--- src/rtl/mem_arb_pkg.sv ---
// Shared types and constants for the memory port arbiter: FSM state
// encoding, requester identifiers and the counter sizing helper.
package mem_arb_pkg;

  typedef enum logic [1:0] {
    IDLE   = 2'b00,
    ACCESS = 2'b01,
    RESP   = 2'b10
  } state_t;

  typedef enum logic {
    REQ_CPU = 1'b0,
    REQ_DMA = 1'b1
  } req_id_t;

  // Largest supported number of memory access cycles per transaction.
  localparam int WAIT_CYC_MAX = 15;

  // Wait counter width: enough to hold wait_cyc, never less than one bit.
  function automatic int cnt_width(input int wait_cyc);
    if (wait_cyc < 1) return 1;
    return $clog2(wait_cyc + 1);
  endfunction

endpackage

--- src/rtl/mem_port_arbiter_if.sv ---
// Bundle of the CPU port, DMA port, memory port and status signals of the
// memory port arbiter. The arbiter uses the slave view; requesters and the
// memory model use the master view.
interface mem_port_arbiter_if #(
  parameter int ADDR_W = 32,
  parameter int DATA_W = 32
);

  // CPU requester
  logic              cpu_req;
  logic              cpu_we;
  logic [ADDR_W-1:0] cpu_addr;
  logic [DATA_W-1:0] cpu_wdata;
  logic [DATA_W-1:0] cpu_rdata;
  logic              cpu_ack;

  // DMA / loader requester
  logic              dma_req;
  logic              dma_we;
  logic [ADDR_W-1:0] dma_addr;
  logic [DATA_W-1:0] dma_wdata;
  logic [DATA_W-1:0] dma_rdata;
  logic              dma_ack;

  // Unified memory
  logic              mem_en;
  logic              mem_we;
  logic [ADDR_W-1:0] mem_addr;
  logic [DATA_W-1:0] mem_wdata;
  logic [DATA_W-1:0] mem_rdata;

  // Status
  logic              busy;
  logic              grant_dma;

  modport slave (
    input  cpu_req, cpu_we, cpu_addr, cpu_wdata,
    input  dma_req, dma_we, dma_addr, dma_wdata,
    input  mem_rdata,
    output cpu_rdata, cpu_ack, dma_rdata, dma_ack,
    output mem_en, mem_we, mem_addr, mem_wdata,
    output busy, grant_dma
  );

  modport master (
    output cpu_req, cpu_we, cpu_addr, cpu_wdata,
    output dma_req, dma_we, dma_addr, dma_wdata,
    output mem_rdata,
    input  cpu_rdata, cpu_ack, dma_rdata, dma_ack,
    input  mem_en, mem_we, mem_addr, mem_wdata,
    input  busy, grant_dma
  );

endinterface

--- src/rtl/mem_arb_pick.sv ---
// Combinational winner select between the CPU and DMA requesters.
// Build option MEM_ARB_RR_EN: when defined, a contested cycle goes to the
// requester that did not win last time (round-robin); when undefined, the
// CPU always wins a contested cycle (fixed priority).
module mem_arb_pick
  import mem_arb_pkg::*;
(
  input  logic    cpu_req_i,
  input  logic    dma_req_i,
  input  req_id_t last_grant_i,
  output logic    any_req_o,
  output req_id_t winner_o
);

`ifndef MEM_ARB_RR_EN
  // last_grant is tracked by the arbiter in every build; only round-robin
  // consults it.
  logic unused_last_grant;
  assign unused_last_grant = last_grant_i;
`endif

  // Pick the winner; a lone requester always wins.
  always_comb begin
    // NOTE: outputs get a value before any branch, so no path leaves them
    // unassigned and no latch is inferred.
    any_req_o = cpu_req_i | dma_req_i;
    winner_o  = REQ_CPU;
    if (cpu_req_i && dma_req_i) begin
`ifdef MEM_ARB_RR_EN
      winner_o = (last_grant_i == REQ_CPU) ? REQ_DMA : REQ_CPU;
`else
      winner_o = REQ_CPU;
`endif
    end else if (dma_req_i) begin
      winner_o = REQ_DMA;
    end
  end

endmodule

--- src/rtl/mem_port_arbiter.sv ---
// Shares one unified memory between the CPU controller port and a DMA port.
// One transaction at a time: the winner's payload is latched in IDLE, the
// memory is driven for WAIT_CYC cycles in ACCESS, and a one-cycle ack is
// returned in RESP. Build option MEM_ARB_RR_EN (see mem_arb_pick) selects
// round-robin instead of fixed CPU priority.
module mem_port_arbiter
  import mem_arb_pkg::*;
#(
  parameter int ADDR_W   = 32,
  parameter int DATA_W   = 32,
  parameter int WAIT_CYC = 2
) (
  input logic              clk,
  input logic              rst,
  mem_port_arbiter_if.slave bus
);

  // Out-of-range WAIT_CYC values saturate to the supported 1..WAIT_CYC_MAX.
  localparam int WAIT_EFF = (WAIT_CYC < 1) ? 1 :
                            ((WAIT_CYC > WAIT_CYC_MAX) ? WAIT_CYC_MAX : WAIT_CYC);
  localparam int CNT_W = cnt_width(WAIT_EFF);
  localparam logic [CNT_W-1:0] CNT_LOAD = CNT_W'(WAIT_EFF - 1);

  state_t            state_q, state_d;
  req_id_t           grant_q, grant_d;
  req_id_t           last_grant_q, last_grant_d;
  logic              we_q, we_d;
  logic [ADDR_W-1:0] addr_q, addr_d;
  logic [DATA_W-1:0] wdata_q, wdata_d;
  logic [CNT_W-1:0]  cnt_q, cnt_d;
  logic [DATA_W-1:0] cpu_rdata_q, cpu_rdata_d;
  logic [DATA_W-1:0] dma_rdata_q, dma_rdata_d;

  logic              any_req;
  req_id_t           winner;

  mem_arb_pick u_pick (
    .cpu_req_i    (bus.cpu_req),
    .dma_req_i    (bus.dma_req),
    .last_grant_i (last_grant_q),
    .any_req_o    (any_req),
    .winner_o     (winner)
  );

  // State register; reset aborts any transaction without an ack.
  always_ff @(posedge clk or posedge rst) begin
    // NOTE: non-blocking assignments so every register samples its next
    // value from the same edge, independent of statement order.
    if (rst) state_q <= IDLE;
    else     state_q <= state_d;
  end

  // Next state, payload latch, wait counter and read-data capture.
  always_comb begin
    state_d      = state_q;
    grant_d      = grant_q;
    last_grant_d = last_grant_q;
    we_d         = we_q;
    addr_d       = addr_q;
    wdata_d      = wdata_q;
    cnt_d        = cnt_q;
    cpu_rdata_d  = cpu_rdata_q;
    dma_rdata_d  = dma_rdata_q;
    case (state_q)
      IDLE: begin
        if (any_req) begin
          grant_d = winner;
          cnt_d   = CNT_LOAD;
          state_d = ACCESS;
          if (winner == REQ_DMA) begin
            we_d    = bus.dma_we;
            addr_d  = bus.dma_addr;
            wdata_d = bus.dma_wdata;
          end else begin
            we_d    = bus.cpu_we;
            addr_d  = bus.cpu_addr;
            wdata_d = bus.cpu_wdata;
          end
        end
      end
      ACCESS: begin
        if (cnt_q == '0) begin
          // Read data is valid on the last access cycle; only the winner's
          // register is touched.
          if (!we_q) begin
            if (grant_q == REQ_DMA) dma_rdata_d = bus.mem_rdata;
            else                    cpu_rdata_d = bus.mem_rdata;
          end
          state_d = RESP;
        end else begin
          cnt_d = cnt_q - CNT_W'(1);
        end
      end
      RESP: begin
        last_grant_d = grant_q;
        state_d      = IDLE;
      end
      default: state_d = IDLE;
    endcase
  end

  // Datapath registers: latched payload, winner, history, counter, rdata.
  always_ff @(posedge clk or posedge rst) begin
    if (rst) begin
      grant_q      <= REQ_CPU;
      last_grant_q <= REQ_DMA;   // CPU wins the first contested cycle
      we_q         <= 1'b0;
      addr_q       <= '0;
      wdata_q      <= '0;
      cnt_q        <= '0;
      cpu_rdata_q  <= '0;
      dma_rdata_q  <= '0;
    end else begin
      grant_q      <= grant_d;
      last_grant_q <= last_grant_d;
      we_q         <= we_d;
      addr_q       <= addr_d;
      wdata_q      <= wdata_d;
      cnt_q        <= cnt_d;
      cpu_rdata_q  <= cpu_rdata_d;
      dma_rdata_q  <= dma_rdata_d;
    end
  end

  // Outputs decode directly from the state register, so an asynchronous
  // reset drops mem_en/mem_we and the acks immediately.
  assign bus.mem_en    = (state_q == ACCESS);
  assign bus.mem_we    = (state_q == ACCESS) && we_q;
  assign bus.mem_addr  = addr_q;
  assign bus.mem_wdata = wdata_q;
  assign bus.busy      = (state_q != IDLE);
  assign bus.grant_dma = (grant_q == REQ_DMA);
  assign bus.cpu_ack   = (state_q == RESP) && (grant_q == REQ_CPU);
  assign bus.dma_ack   = (state_q == RESP) && (grant_q == REQ_DMA);
  assign bus.cpu_rdata = cpu_rdata_q;
  assign bus.dma_rdata = dma_rdata_q;

endmodule

--- src/flat_wrapper.sv ---
// flat-port wrapper written by rule: the top's interface ports become plain ports
module mem_port_arbiter_flat import mem_arb_pkg::*;
#(
  parameter int ADDR_W   = 32,
  parameter int DATA_W   = 32,
  parameter int WAIT_CYC = 2
)
  (clk, rst, bus_cpu_req, bus_cpu_we, bus_cpu_addr, bus_cpu_wdata, bus_dma_req, bus_dma_we, bus_dma_addr, bus_dma_wdata, bus_mem_rdata, bus_cpu_rdata, bus_cpu_ack, bus_dma_rdata, bus_dma_ack, bus_mem_en, bus_mem_we, bus_mem_addr, bus_mem_wdata, bus_busy, bus_grant_dma);
  mem_port_arbiter_if #(.ADDR_W(ADDR_W), .DATA_W(DATA_W)) bus_i ();
  input logic clk;
  input logic rst;
  input wire logic [$bits(bus_i.cpu_req)-1:0] bus_cpu_req;
  input wire logic [$bits(bus_i.cpu_we)-1:0] bus_cpu_we;
  input wire logic [$bits(bus_i.cpu_addr)-1:0] bus_cpu_addr;
  input wire logic [$bits(bus_i.cpu_wdata)-1:0] bus_cpu_wdata;
  input wire logic [$bits(bus_i.dma_req)-1:0] bus_dma_req;
  input wire logic [$bits(bus_i.dma_we)-1:0] bus_dma_we;
  input wire logic [$bits(bus_i.dma_addr)-1:0] bus_dma_addr;
  input wire logic [$bits(bus_i.dma_wdata)-1:0] bus_dma_wdata;
  input wire logic [$bits(bus_i.mem_rdata)-1:0] bus_mem_rdata;
  output wire logic [$bits(bus_i.cpu_rdata)-1:0] bus_cpu_rdata;
  output wire logic [$bits(bus_i.cpu_ack)-1:0] bus_cpu_ack;
  output wire logic [$bits(bus_i.dma_rdata)-1:0] bus_dma_rdata;
  output wire logic [$bits(bus_i.dma_ack)-1:0] bus_dma_ack;
  output wire logic [$bits(bus_i.mem_en)-1:0] bus_mem_en;
  output wire logic [$bits(bus_i.mem_we)-1:0] bus_mem_we;
  output wire logic [$bits(bus_i.mem_addr)-1:0] bus_mem_addr;
  output wire logic [$bits(bus_i.mem_wdata)-1:0] bus_mem_wdata;
  output wire logic [$bits(bus_i.busy)-1:0] bus_busy;
  output wire logic [$bits(bus_i.grant_dma)-1:0] bus_grant_dma;
  assign bus_i.cpu_req = bus_cpu_req;
  assign bus_i.cpu_we = bus_cpu_we;
  assign bus_i.cpu_addr = bus_cpu_addr;
  assign bus_i.cpu_wdata = bus_cpu_wdata;
  assign bus_i.dma_req = bus_dma_req;
  assign bus_i.dma_we = bus_dma_we;
  assign bus_i.dma_addr = bus_dma_addr;
  assign bus_i.dma_wdata = bus_dma_wdata;
  assign bus_i.mem_rdata = bus_mem_rdata;
  assign bus_cpu_rdata = bus_i.cpu_rdata;
  assign bus_cpu_ack = bus_i.cpu_ack;
  assign bus_dma_rdata = bus_i.dma_rdata;
  assign bus_dma_ack = bus_i.dma_ack;
  assign bus_mem_en = bus_i.mem_en;
  assign bus_mem_we = bus_i.mem_we;
  assign bus_mem_addr = bus_i.mem_addr;
  assign bus_mem_wdata = bus_i.mem_wdata;
  assign bus_busy = bus_i.busy;
  assign bus_grant_dma = bus_i.grant_dma;
  mem_port_arbiter #(.ADDR_W(ADDR_W), .DATA_W(DATA_W), .WAIT_CYC(WAIT_CYC)) u_core (.clk(clk), .rst(rst), .bus(bus_i));
endmodule
--- config.mk ---
export PLATFORM = sky130hd
export DESIGN_NAME = mem_port_arbiter_flat
export DESIGN_NICKNAME = d
export VERILOG_FILES = /design/src/rtl/mem_arb_pkg.sv /design/src/rtl/mem_port_arbiter_if.sv /design/src/rtl/mem_arb_pick.sv /design/src/rtl/mem_port_arbiter.sv /design/src/flat_wrapper.sv
export SDC_FILE = /design/constraint.sdc
export NUM_CORES = 1
export LEC_CHECK = 0
export CAP_MARGIN = 10
export CELL_PAD_IN_SITES_DETAIL_PLACEMENT = 0
export CELL_PAD_IN_SITES_GLOBAL_PLACEMENT = 2
export CORE_MARGIN = 8
export CORE_UTILIZATION = 24
export CTS_CLUSTER_SIZE = 8
export DETAILED_ROUTE_END_ITERATION = 6
export PLACE_DENSITY = 0.91
export SYNTH_ARGS = -nofsm -noshare
export SYNTH_HDL_FRONTEND = slang
export SYNTH_HIERARCHICAL = 1
export SYNTH_SLANG_ARGS = --single-unit
--- constraint.sdc ---
create_clock -name clk -period 4.9 [get_ports clk]
set_input_delay 0.98 -clock clk [delete_from_list [all_inputs] [get_ports clk]]
set_output_delay 0.98 -clock clk [all_outputs]
set_load 0.05 [all_outputs]
---- Yosys cells after proc, flatten, opt, wreduce, memory -nomap -nowiden ----
Cells that the tools add are included.
cells by class
  eq/ne operators ......................... 5
  add/sub/neg operators ................... 1
  reductions and logical operators ........ 13
  bitwise gates (word level) .............. 3
  mux-type cells .......................... 10
operator list
  operator               number
  $mux W32               2
  $pmux W2 S2            2
  $reduce_and A4 Y1      2
  $mux W2                3
  $logic_and A1 B1 Y1    4
  $logic_not A2 Y1       2
  $ne A2 B1 Y1 const B   2
  $reduce_and A2 Y1      2
  $reduce_bool A2 Y1     2
  $mux W1                3
  $reduce_and A3 Y1      1
  $eq A2 B1 Y1 const B   1
  $eq A2 B2 Y1 const B   1
  $ne A2 B2 Y1 const B   1
  $not A1 Y1             2
  $sub A2 B1 Y2 const B  1
  $or A1 B1 Y1           1
word-level totals
  register bits ........................... 134
  logic and storage cells ................. 40

---- Depth between registers and ports, before layout ----
  depth after elaboration ................. 3
  mapped depth ............................ 7
  mapped depth without buffers ............ 5

---- By module ----
The synthesis kept the hierarchy.
by module, submodules not included
  module            times used  area an instance (sq um)  cells an instance
  mem_port_arbiter  1           5816.8                    449
  mem_arb_pick      1           12.5                      2

---- Worst setup path before layout ----
Ideal clock, no wire load.
  kind .................................... flip-flop to output port
  start point ............................. register u_core.grant_q, in the netlist u_core/bus.grant_dma
  end point ............................... output port bus_dma_ack
  arrival ................................. 1506 ps
  required time ........................... 3920 ps
  path slack .............................. 2414 ps
  stages on the path, launching flop included .. 3
  path through ............................ dfrtp_1 inv_1 nor2_1
between the ends
  word-level cells in the longest chain between the ends .. 1
ends and longest elaborated chain
  element                 line                     source
  start, declared         mem_port_arbiter.sv:25   req_id_t grant_q, grant_d;
  start signal, assigned  mem_port_arbiter.sv:114  grant_q <= grant_d;
  $logic_and A1 B1 Y1     mem_port_arbiter.sv:134  assign bus.dma_ack = (state_q == RESP) && (grant_q == REQ_DMA);
  end, declared           flat_wrapper.sv:24       output wire logic [$bits(bus_i.dma_ack)-1:0] bus_dma_ack;
No other way between the ends.

---- Worst setup path in the final report ----
  start point ............................. register u_core.state_q[1]
  end point ............................... output port bus_cpu_ack
between the ends
  word-level cells in the longest chain between the ends .. 2
ends and longest elaborated chain
  element                 line                     source
  start, declared         mem_port_arbiter.sv:24   state_t state_q, state_d;
  start signal, assigned  mem_port_arbiter.sv:50   else state_q <= state_d;
  $eq A2 B2 Y1            mem_port_arbiter.sv:133  assign bus.cpu_ack = (state_q == RESP) && (grant_q == REQ_CPU);
  $logic_and A1 B1 Y1     mem_port_arbiter.sv:133
  end, declared           flat_wrapper.sv:22       output wire logic [$bits(bus_i.cpu_ack)-1:0] bus_cpu_ack;
No other way between the ends.

==> impl_metrics.ini <==
[pwr]
powerDensity_mw_per_mm2 = 779
worst_ir_drop_vdd_mv = 0.304
static-leakage-power_nw = 3.92

[critical_path]
critPathRequiredTime_ps = 3920
cp_slowest_cell = clkdlybuf4s50_1
cp_top_family = buffers and inverters
critPathLaunchType = flop
worst-setup-path-type = flop to primary output
cp-end-kind = primary output
arrival_ps = 2140
worstPathBufferInverterCount = 1
crit_path_max_fanout = 5
crit_path_cell_trace = or2b_2, nor2_1, clkdlybuf4s50_1
slowest_delay_ps = 830

[clock_network]
path_clk_slew_ps = 70
htree_levels = 4
hold_buffers = 0
post-cts-setup-buffer-count = 0
cts-root-buf = clkbuf_16
cts_tree = built
cts_buffer_depth = 2
post_cts_resized = 0
cts_buffers = 17
clock_latency_ps = 410
clock-sinks = 134

[floorplanning]
ios = 300
rows = 57
coreArea_mm2 = 0.0240
die_x_um = 171
initial_utilization_pct = 24.1
dieArea_mm2 = 0.0294
die_h_um = 171

[sta]
final-hold-violation-count = 0
rsz0062_at_grt = no
relSlewSlack_pct = 33.7
whs_ps = 480
max_freq_ghz = 0.321
fin_ws_ps = 1780
setup_viol = 0
fin_skew_ps = 9.73
fin_crit_ps = 3120
finalCritPeriodShare_pct = 63.6
slew_violations = 0
worst_pin_slew_ps = 994
fin_tns_setup_ps = 0

[synthesis]
synth_fp_nets = 617
ys.warnings.count = 6
synth_area_mm2 = 0.00580
syn_area_per_cell_um2 = 12.9
syn_inst = 449

[grt]
track_usage_pct = 12.0
grt_max_degree = 107
grt_overflow = 0
grt_pass1_vias = 4732
antenna_found_initial = 0
grt_pass1_wl_um = 27300

[layout]
final_common_cell = clkdlybuf4s50_1
layout-drive-gt1-share_pct = 12.5
finalNonFillerCells = 1082
diodes = 0
mostFrequentLayoutCells = 299 x clkdlybuf4s50_1, 134 x dfrtp_1, 67 x nor2_1
area_delta_synth_final_pct = 66.5
nNetsFinal = 913

[detailed_routing]
route.detailed.drc = 0
drtPass1Iterations = 4
viasPerCell = 4.15
routed_wl_um = 17800
antenna_left = 0
drtIter0Drc = 249
wl_per_cell_um = 16.5
routed-via-count = 4491

[worst_hold_path]
min_path_type = flop to flop

[place]
port_buffers = 299
post-place-ws_ps = 1890
place_congestion = 0.762
place_inst = 1050
place.detailed.hpwl_um = 13400

[run_status]
status = completed

[job]
cap_violations = 0
path summary, 6_finish.rpt:
kind	slack (ps)	to	startpoint	depth (start not counted)
setup / recovery	1780	bus_cpu_ack	u_core/state_q[1]	3
hold / removal	480	u_core/cnt_q[0]	u_core/cnt_q[0]	1
setup reg to reg	2940	u_core/bus.cpu_rdata[31]	u_core/cnt_q[0]	5
hold reg to reg	480	u_core/cnt_q[0]	u_core/cnt_q[0]	1
max in group asynchronous	2800	u_core/bus.mem_addr[21]	rst	3
min in group asynchronous	1150	u_core/bus.mem_wdata[17]	rst	2
per-stage QoR:
stage,instance area (µm²),util (%),total power (W)
6_report,9650,40.1,0.00751
4_1_cts,9650,40.1,0.00763
3_5_place_dp,9090,37.8,0.00636
3_3_place_gp,9090,37.8,0.00632
2_1_floorplan,5800,-,0.00483
5_1_grt,9650,40.1,0.00791
registers in the layout, indices dropped and copies added, names as in the netlist:
| signal | cells |
|---|---|
| u_core/bus.mem_wdata | 32 |
| u_core/cnt_q | 2 |
| u_core/bus.mem_addr | 32 |
| u_core/bus.grant_dma | 1 |
| u_core/bus.dma_rdata | 32 |
| u_core/bus.cpu_rdata | 32 |
| u_core/state_q | 2 |
| u_core/we_q | 1 |
layout make-up:
type                       count  area (µm²)
inverter                       4        20.0
fill                        2364       14400
sequential                   134        3350
timing repair buffer         307        3070
tap                          324         405
clock buffer                  17         425
clock inverter                15         138
multi-input combinational    281        2240
where the power goes:
part	switching (W)	internal, W
Sequential	0.000302	0.00166
Combinational	0.00279	0.00153
Clock	0.000555	0.000669
Total	0.00365	0.00387
layer usage:
metal	part of all wire (%)	up-vias	GRT usage [%]
met2	47	187	19.5
li1	-	2154	-
met5	0	-	0
met1	41	2138	14.2
met3	10	12	5.30
met4	0.78	0	2.95
Power figures use the tool's default switching activity.
